===== config.mk =====
export PLATFORM = sky130hd
export DESIGN_NAME = imm_gen_stage_flat
export DESIGN_NICKNAME = d
export VERILOG_FILES = /design/src/rtl/imm_gen_stage_if.sv /design/src/rtl/imm_gen_stage.sv /design/src/flat_wrapper.sv
export SDC_FILE = /design/constraint.sdc
export NUM_CORES = 1
export LEC_CHECK = 0
export ABC_AREA = 1
export BUFFER_PORTS_ARGS = -buffer_cell sky130_fd_sc_hd__buf_2
export CAP_MARGIN = 10
export CORE_ASPECT_RATIO = 0.75
export CORE_UTILIZATION = 45
export CTS_CLUSTER_SIZE = 28
export DETAILED_ROUTE_END_ITERATION = 8
export PLACE_DENSITY = 0.71
export SYNTH_ARGS = -nofsm -noshare
export SYNTH_HDL_FRONTEND = slang
export SYNTH_SLANG_ARGS = --single-unit

===== constraint.sdc =====
create_clock -name clk -period 2.35 [get_ports clk]
set_clock_uncertainty 0.05 [all_clocks]
set_input_delay 0.235 -clock clk [delete_from_list [all_inputs] [get_ports clk]]
set_output_delay 0.235 -clock clk [all_outputs]
set_load 0.02 [all_outputs]

===== src/rtl/imm_gen_stage_if.sv =====
// Valid/ready bundle carrying raw instructions into the immediate-decode
// stage and decoded immediates out toward register-read.
interface imm_gen_stage_if #(
    parameter int XLEN = 32
);
    logic            flush;
    logic            in_valid;
    logic            in_ready;
    logic [31:0]     in_inst;
    logic            out_valid;
    logic            out_ready;
    logic [31:0]     out_inst;
    logic [XLEN-1:0] out_imm;
    logic [2:0]      out_fmt;
    logic            out_illegal;

    modport master (
        output flush, in_valid, in_inst, out_ready,
        input  in_ready, out_valid, out_inst, out_imm,
        input  out_fmt, out_illegal
    );

    modport slave (
        input  flush, in_valid, in_inst, out_ready,
        output in_ready, out_valid, out_inst, out_imm,
        output out_fmt, out_illegal
    );
endinterface


===== src/rtl/imm_gen_stage.sv =====
// Immediate-decode stage: opcode-driven format select, XLEN immediate,
// output register plus skid register so in_ready never sees out_ready.
module imm_gen_stage #(
    parameter int XLEN = 32
) (
    input logic           clk,
    input logic           rst,
    imm_gen_stage_if.slave bus
);
    typedef enum logic [2:0] {
        FMT_NONE, FMT_I, FMT_S, FMT_B,
        FMT_U, FMT_J, FMT_SHAMT, FMT_ZIMM
    } fmt_e;

    typedef struct packed {
        logic [31:0]     inst;
        logic [XLEN-1:0] imm;
        fmt_e            fmt;
        logic            ill;
    } ent_t;

    logic [31:0] w;
    logic [6:0]  op;
    logic [2:0]  f3;
    logic [5:0]  f6;
    logic        sh_hi;
    fmt_e        dec_fmt;
    logic        dec_ill;
    logic [31:0] dec_v;
    ent_t        dec_e;

    ent_t o_q, o_d, s_q, s_d;
    logic o_valid_q, o_valid_d;
    logic s_valid_q, s_valid_d;
    logic in_ready_q, in_ready_d;
    logic accept, o_free;

    assign w     = bus.in_inst;
    assign op    = w[6:0];
    assign f3    = w[14:12];
    assign f6    = w[31:26];
    assign sh_hi = (XLEN == 64) ? w[25] : 1'b0;

    // Format and legality from the opcode alone.
    always_comb begin
        dec_fmt = FMT_NONE;
        dec_ill = 1'b0;
        case (op)
            7'b0000011, 7'b1100111, 7'b0001111: dec_fmt = FMT_I;
            7'b0010011: begin
                if (f3 == 3'b001 || f3 == 3'b101) begin
                    dec_fmt = FMT_SHAMT;
                    if (XLEN == 32 && w[25]) dec_ill = 1'b1;
                    if (!(f6 == 6'b000000 ||
                          (f6 == 6'b010000 && f3 == 3'b101)))
                        dec_ill = 1'b1;
                end else begin
                    dec_fmt = FMT_I;
                end
            end
            7'b0100011: dec_fmt = FMT_S;
            7'b1100011: dec_fmt = FMT_B;
            7'b0110111, 7'b0010111: dec_fmt = FMT_U;
            7'b1101111: dec_fmt = FMT_J;
            7'b0110011: dec_fmt = FMT_NONE;
            7'b1110011: dec_fmt = f3[2] ? FMT_ZIMM : FMT_I;
            default: dec_ill = 1'b1;
        endcase
        if (dec_ill) dec_fmt = FMT_NONE;
    end

    // 32-bit immediate; zero-extended formats keep bit 31 clear so a
    // single sign-extension to XLEN serves every format.
    always_comb begin
        dec_v = '0;
        case (dec_fmt)
            FMT_I:     dec_v = {{20{w[31]}}, w[31:20]};
            FMT_S:     dec_v = {{20{w[31]}}, w[31:25], w[11:7]};
            FMT_B:     dec_v = {{19{w[31]}}, w[31], w[7], w[30:25],
                                w[11:8], 1'b0};
            FMT_U:     dec_v = {w[31:12], 12'b0};
            FMT_J:     dec_v = {{11{w[31]}}, w[31], w[19:12], w[20],
                                w[30:21], 1'b0};
            FMT_SHAMT: dec_v = {26'b0, sh_hi, w[24:20]};
            FMT_ZIMM:  dec_v = {27'b0, w[19:15]};
            default:   dec_v = '0;
        endcase
        dec_e.inst = w;
        dec_e.imm  = XLEN'($signed(dec_v));
        dec_e.fmt  = dec_fmt;
        dec_e.ill  = dec_ill;
    end

    assign accept = bus.in_valid & in_ready_q;
    assign o_free = ~o_valid_q | bus.out_ready;

    // Skid steering: S always drains into O before new data lands there.
    always_comb begin
        o_d       = o_q;
        s_d       = s_q;
        o_valid_d = o_valid_q;
        s_valid_d = s_valid_q;
        if (bus.flush) begin
            o_valid_d = 1'b0;
            s_valid_d = 1'b0;
        end else if (o_free) begin
            if (s_valid_q) begin
                o_d       = s_q;
                o_valid_d = 1'b1;
                s_valid_d = accept;
                if (accept) s_d = dec_e;
            end else begin
                o_valid_d = accept;
                if (accept) o_d = dec_e;
            end
        end else if (accept) begin
            s_d       = dec_e;
            s_valid_d = 1'b1;
        end
        in_ready_d = ~s_valid_d;
    end

    // State registers; reset clears contents and holds in_ready low.
    always_ff @(posedge clk) begin
        if (rst) begin
            o_q        <= '0;
            s_q        <= '0;
            o_valid_q  <= 1'b0;
            s_valid_q  <= 1'b0;
            in_ready_q <= 1'b0;
        end else begin
            o_q        <= o_d;
            s_q        <= s_d;
            o_valid_q  <= o_valid_d;
            s_valid_q  <= s_valid_d;
            in_ready_q <= in_ready_d;
        end
    end

    assign bus.in_ready    = in_ready_q;
    assign bus.out_valid   = o_valid_q;
    assign bus.out_inst    = o_q.inst;
    assign bus.out_imm     = o_q.imm;
    assign bus.out_fmt     = o_q.fmt;
    assign bus.out_illegal = o_q.ill;
endmodule


===== src/flat_wrapper.sv =====
// flat-port wrapper written by rule: the top's interface ports become plain ports
module imm_gen_stage_flat 
#(
    parameter int XLEN = 32
)
  (clk, rst, bus_flush, bus_in_valid, bus_in_inst, bus_out_ready, bus_in_ready, bus_out_valid, bus_out_inst, bus_out_imm, bus_out_fmt, bus_out_illegal);
  imm_gen_stage_if #(.XLEN(XLEN)) bus_i ();
  input logic clk;
  input logic rst;
  input wire logic [$bits(bus_i.flush)-1:0] bus_flush;
  input wire logic [$bits(bus_i.in_valid)-1:0] bus_in_valid;
  input wire logic [$bits(bus_i.in_inst)-1:0] bus_in_inst;
  input wire logic [$bits(bus_i.out_ready)-1:0] bus_out_ready;
  output wire logic [$bits(bus_i.in_ready)-1:0] bus_in_ready;
  output wire logic [$bits(bus_i.out_valid)-1:0] bus_out_valid;
  output wire logic [$bits(bus_i.out_inst)-1:0] bus_out_inst;
  output wire logic [$bits(bus_i.out_imm)-1:0] bus_out_imm;
  output wire logic [$bits(bus_i.out_fmt)-1:0] bus_out_fmt;
  output wire logic [$bits(bus_i.out_illegal)-1:0] bus_out_illegal;
  assign bus_i.flush = bus_flush;
  assign bus_i.in_valid = bus_in_valid;
  assign bus_i.in_inst = bus_in_inst;
  assign bus_i.out_ready = bus_out_ready;
  assign bus_in_ready = bus_i.in_ready;
  assign bus_out_valid = bus_i.out_valid;
  assign bus_out_inst = bus_i.out_inst;
  assign bus_out_imm = bus_i.out_imm;
  assign bus_out_fmt = bus_i.out_fmt;
  assign bus_out_illegal = bus_i.out_illegal;
  imm_gen_stage #(.XLEN(XLEN)) u_core (.clk(clk), .rst(rst), .bus(bus_i));
endmodule

# After elaboration in Yosys (flattened, before gate mapping)
# Index checks and enable logic that the tools add are counted.
[op_classes] add_sub_neg=0 n_mul=0 n_div=0 n_lt_le_gt_ge=0 n_eq_ne=22 shifts=0 muxes=19 n_bitwise=5 reduce_logical=11
[op_table] operator="$mux 68" n=5
[op_table] operator="$pmux 32 s7" n=1
[op_table] operator="$eq 7x7->1 const B" n=4
[op_table] operator="$eq 7x6->1 const B" n=3
[op_table] operator="$pmux 3 s7" n=1
[op_table] operator="$eq 3x3->1 const B" n=5
[op_table] operator="$eq 7x5->1 const B" n=2
[op_table] operator="$reduce_or 10->1" n=1
[op_table] operator="$mux 3" n=3
[op_table] operator="$mux 1" n=8
[op_table] operator="$eq 7x2->1 const B" n=1
[op_table] operator="$eq 7x4->1 const B" n=1
[op_table] operator="$eq 3x1->1 const B" n=2
[op_table] operator="$eq 3x2->1 const B" n=2
[op_table] operator="$eq 6x5->1 const B" n=1
[op_table] operator="$logic_not 6->1" n=1
[op_table] operator="$reduce_or 2->1" n=2
[op_table] operator="$not 1->1" n=3
[op_table] operator="$reduce_and 3->1" n=1
[op_table] operator="$reduce_or 3->1" n=1
[op_table] operator="$logic_or 1x1->1" n=2
[op_table] operator="$ne 2x1->1 const B" n=1
[op_table] operator="$pmux 1 s2" n=1
[op_table] operator="$reduce_and 2->1" n=1
[op_table] operator="other kinds (4)" n=4
[word_totals] ff_bits=139 latch_bits=0 mem_bits_rw=0 romBits=0 input_bits=37 output_inout_bits=70 word_cells=68 mem_count=0

# Depth between registers and ports, before layout
[depth] depth_word=12 mapped_depth=17 ltp_nobuf=15

# Least setup slack after synthesis
# Ideal clock, no wire load.
[synth_path] path_kind="register -> register" startpoint="reg u_core.o_valid_q, in the netlist u_core.bus.out_valid" endpoint="reg u_core.s_q[47] (netlist name)" arrival_ns=1.731 slack_ns=0.440 path_stages_with_launch=10 path_buffers=2 synth_period_minus_slack_ns=1.910 path_cell_list="dfxtp_1 > inv_1 > nor2_1 > inv_1 > nand2_1 > nand2_1 > inv_2 > clkbuf_1 > buf_1 > a21oi_1"
[synth_via] elab_chain_len=4 elab_cells_between_ends=5 cone_classes="eq/ne (1); mux (1); bitwise (2); reduce/logical (1)"
[synth_lines] item="start: declaration" line_no="imm_gen_stage.sv:33" text="logic o_valid_q, o_valid_d;"
[synth_lines] item="start signal: assignment" line_no="imm_gen_stage.sv:134" text="o_valid_q <= o_valid_d;"
[synth_lines] item="$not 1->1 *" line_no="imm_gen_stage.sv:95" text="assign o_free = ~o_valid_q | bus.out_ready;"
[synth_lines] item="$or 1x1->1 *" line_no="imm_gen_stage.sv:95"
[synth_lines] item="$ne 2x1->1 (no source line)"
[synth_lines] item="$reduce_and 2->1 (no source line)"
[synth_lines] item="end signal: assignment" line_no="imm_gen_stage.sv:127" text="s_q <= '0;"
[synth_lines] item="end signal: assignment" line_no="imm_gen_stage.sv:133" text="s_q <= s_d;"
[synth_lines] item="end: declaration" line_no="imm_gen_stage.sv:32" text="ent_t o_q, o_d, s_q, s_d;"
# Mark *: on every way between the ends. The rest lies on a longest branch, timed or not.
# A chain may end at the register's enable or synchronous reset.

# Worst setup path after layout
[layout_path] startpoint="reg u_core.in_ready_q, in the netlist u_core.bus.in_ready" endpoint="reg u_core.o_q, in the netlist u_core.bus.out_inst[14]"
[layout_via] elab_chain_len=3
[layout_lines] item="start: declaration" line_no="imm_gen_stage.sv:35" text="logic in_ready_q, in_ready_d;"
[layout_lines] item="start signal: assignment" line_no="imm_gen_stage.sv:136" text="in_ready_q <= in_ready_d;"
[layout_lines] item="$and 1x1->1" line_no="imm_gen_stage.sv:94" text="assign accept = bus.in_valid & in_ready_q;"
[layout_lines] item="$reduce_bool 2->1 (no source line)"
[layout_lines] item="$reduce_and 3->1 (no source line)"
[layout_lines] item="end signal: assignment" line_no="imm_gen_stage.sv:126" text="o_q <= '0;"
[layout_lines] item="end signal: assignment" line_no="imm_gen_stage.sv:132" text="o_q <= o_d;"
[layout_lines] item="end: declaration" line_no="imm_gen_stage.sv:32"
# No other way between the ends.

==> impl_metrics.toml <==
[timing]
finalHoldViolations = 0
slew_headroom = 0.519
tns_ns = 0
fin_crit_ns = 1.83
slew_viol_final = 0
rsz0062_at_grt = "no"
post-route-period-util = 0.781
setup_viol = 0
max_freq_mhz = 545
tightest_slew_ns = 0.722

[cells_and_area]
finish.net_count = 1009
fillers = 1344
n_antenna_cell = 0
drive_gt1_frac = 0.212
final_common_cell = "nand2_1"
fin_area_mm2 = 0.00772
syn_to_final_growth_pct = 18.5
final_cell_mix = "nand2_1, dfxtp_1, buf_2"

[logic_synthesis]
synth_area_leaders = "dfxtp_1, nand2_1, o21ai_0"
synth_area_leader_cell = "dfxtp_1"
synth_cell_type_count = 35
syn_avg_cell_area_um2 = 7.26
synth_fp_nets = 934
syn_area_mm2 = 0.00651
yosysWarnings = 0
synth_top_cell_area_share = 0.427
syn-instance-count = 897
yosysSeqAreaShare = 0.427
yosys_register_bits = 139

[floorplan]
dieHeight_um = 106
die-width_um = 141
rows = 37
core-area_mm2 = 0.0139
die_area_mm2 = 0.0150
io_pins = 107
start_util = 0.467

[worst_setup_path]
ff2ff_path_depth = 7
critPathBufInv = 2
cpMostUsedCell = "nand2_1"
worst-setup-path-type = "reg2reg"
worstSetupStartpointType = "flip-flop"
arrival_ns = 2.12
slowest_stage = "buf_4"
crit_chain = "nand2_1 -> nand2_1 -> inv_1 -> nor3_4 -> buf_4 -> o21ai_0 -> a31oi_1"
cp.depth = 7
cp_top_family = "buffers and inverters"
slowest_delay_ns = 0.51
required_ns = 2.63
endpoint_kind = "flip-flop"
cp_max_fo = 68

[global_route]
grt_pass1_wl_mm = 27.6
overflow = 0
grtUsageTotal = 0.234
grt_pass1_vias = 5487
antenna_found_initial = 0
grt_max_degree = 119

[flow_run]
drv_cap = 0

[clock_network]
ctsHoldBuffers = 0
h-tree-depth = 4
cts-root-to-sink-buffers = 2
post_cts_buffers = 0
numCtsBuffers = 17
cts_root_buf = "clkbuf_16"
worstSkewPairLatency_ns = 0.42
clock_sinks = 139
clkTransAtPathRegs_ns = 0.06
cts_tree = "done"
cts_resized = 0

[routing]
wl_per_cell_um = 14.5
drc = 0
drt-pass1-iter-count = 5
postRouteAntennaNets = 0
vias_per_cell = 5.20
drt_iter0_drc = 566
routed_wl_mm = 17.1
num_vias = 6132

[min_path]
hp-class = "in2reg"
min_path_cells = 2

[placement]
place_congestion = 0.891
io_buffers = 106
dp_hpwl_mm = 11.2
place_area_mm2 = 0.00709

[pwr]
leakage_nw = 3.81
p_per_area_mw_per_mm2 = 736
irDropWorstVdd_mv = 0.529

[outcome]
status = "finished, final reports clean"
## final cells by class
type,count,area [µm²],area share
Timing Repair Buffer,117,651,0.0843
Inverter,89,335,0.0435
Clock inverter,14,195,0.0253
Multi-Input combinational cell,608,3080,0.399
Clock buffer,18,429,0.0556
Tap cell,195,244,0.0316
Sequential cell,139,2780,0.361
## state kept, by name, summed over array words and instances, names as in the netlist
name and count:
u_core.bus.out_illegal 1, u_core.bus.out_imm 32, u_core.s_valid_q 1, u_core.bus.out_fmt 3, u_core.bus.out_valid 1, u_core.s_q 68, u_core.bus.in_ready 1, u_core.bus.out_inst 32
## power breakdown
group / total, mW / switching [mW] / internal, mW
combinational: 0.413 / 0.288 / 0.126
clock: 2.85 / 1.07 / 1.78
sequential: 2.42 / 0.0210 / 2.40
## cell families after synthesis
group | synth area share
flip-flops | 0.427
AO/OA/AOI/OAI | 0.219
AND/OR/NAND/NOR | 0.253
buffers and inverters | 0.100
## metrics by stage
stage / setup slack (ns) / cells / power [mW] / utilization / hold slack (ns)
2_1_floorplan: 0.440 / 897 / 2.73 / - / 0.263
3_3_place_gp: 0.282 / 1148 / 2.88 / 0.509 / 0.398
3_5_place_dp: 0.207 / 1148 / 2.88 / 0.509 / 0.402
4_1_cts: 0.549 / 1180 / 5.71 / 0.554 / 0.00747
5_1_grt: 0.354 / 1180 / 5.85 / 0.554 / 0.0234
6_report: 0.515 / 1180 / 5.68 / 0.554 / 0.0149
## path summary, 6_finish.rpt
kind | start | to | slack, ns
min | bus_flush | u_core.bus.out_valid | 0.01
max reg2reg | u_core.bus.in_ready | u_core.bus.out_inst[14] | 0.52
min reg2reg | u_core.bus.out_imm[5] | u_core.bus.out_imm[5] | 0.41
max | u_core.bus.in_ready | u_core.bus.out_inst[14] | 0.52
## metal layers
| metal | global-route usage | wire length (µm) | vias up |
|---|---|---|---|
| met2 | 0.351 | 7410 | 177 |
| li1 | - | - | 3097 |
| met4 | 0.0769 | 298 | 0 |
| met5 | 0 | 0 | - |
| met1 | 0.336 | 8490 | 2837 |
| met3 | 0.0450 | 883 | 21 |
## Yosys cell counts
library cell	n
nand4_1	5
nor3_2	1
o21ai_0	87
nand2_4	4
nor3_1	1
a21oi_1	78
nand2_1	199
a31oi_1	32
o21bai_2	1
o211ai_1	24
clkinv_2	1
a211oi_1	7
inv_1	74
o21ai_1	6
buf_1	6
o22ai_1	5
buf_12	1
nand3_2	5
dfxtp_1	139
nand2_2	3
a21oi_2	10
a41oi_1	1
nor2_4	13
inv_2	14
clkbuf_8	6
dlygate4sd1_1	1
nand3_1	20
nor2_1	98
nor2_8	1
buf_6	1
nand2_8	1
nor2_2	2
nand3b_4	1
clkbuf_1	46
nand3_4	3
Power figures use the tool's default switching activity.
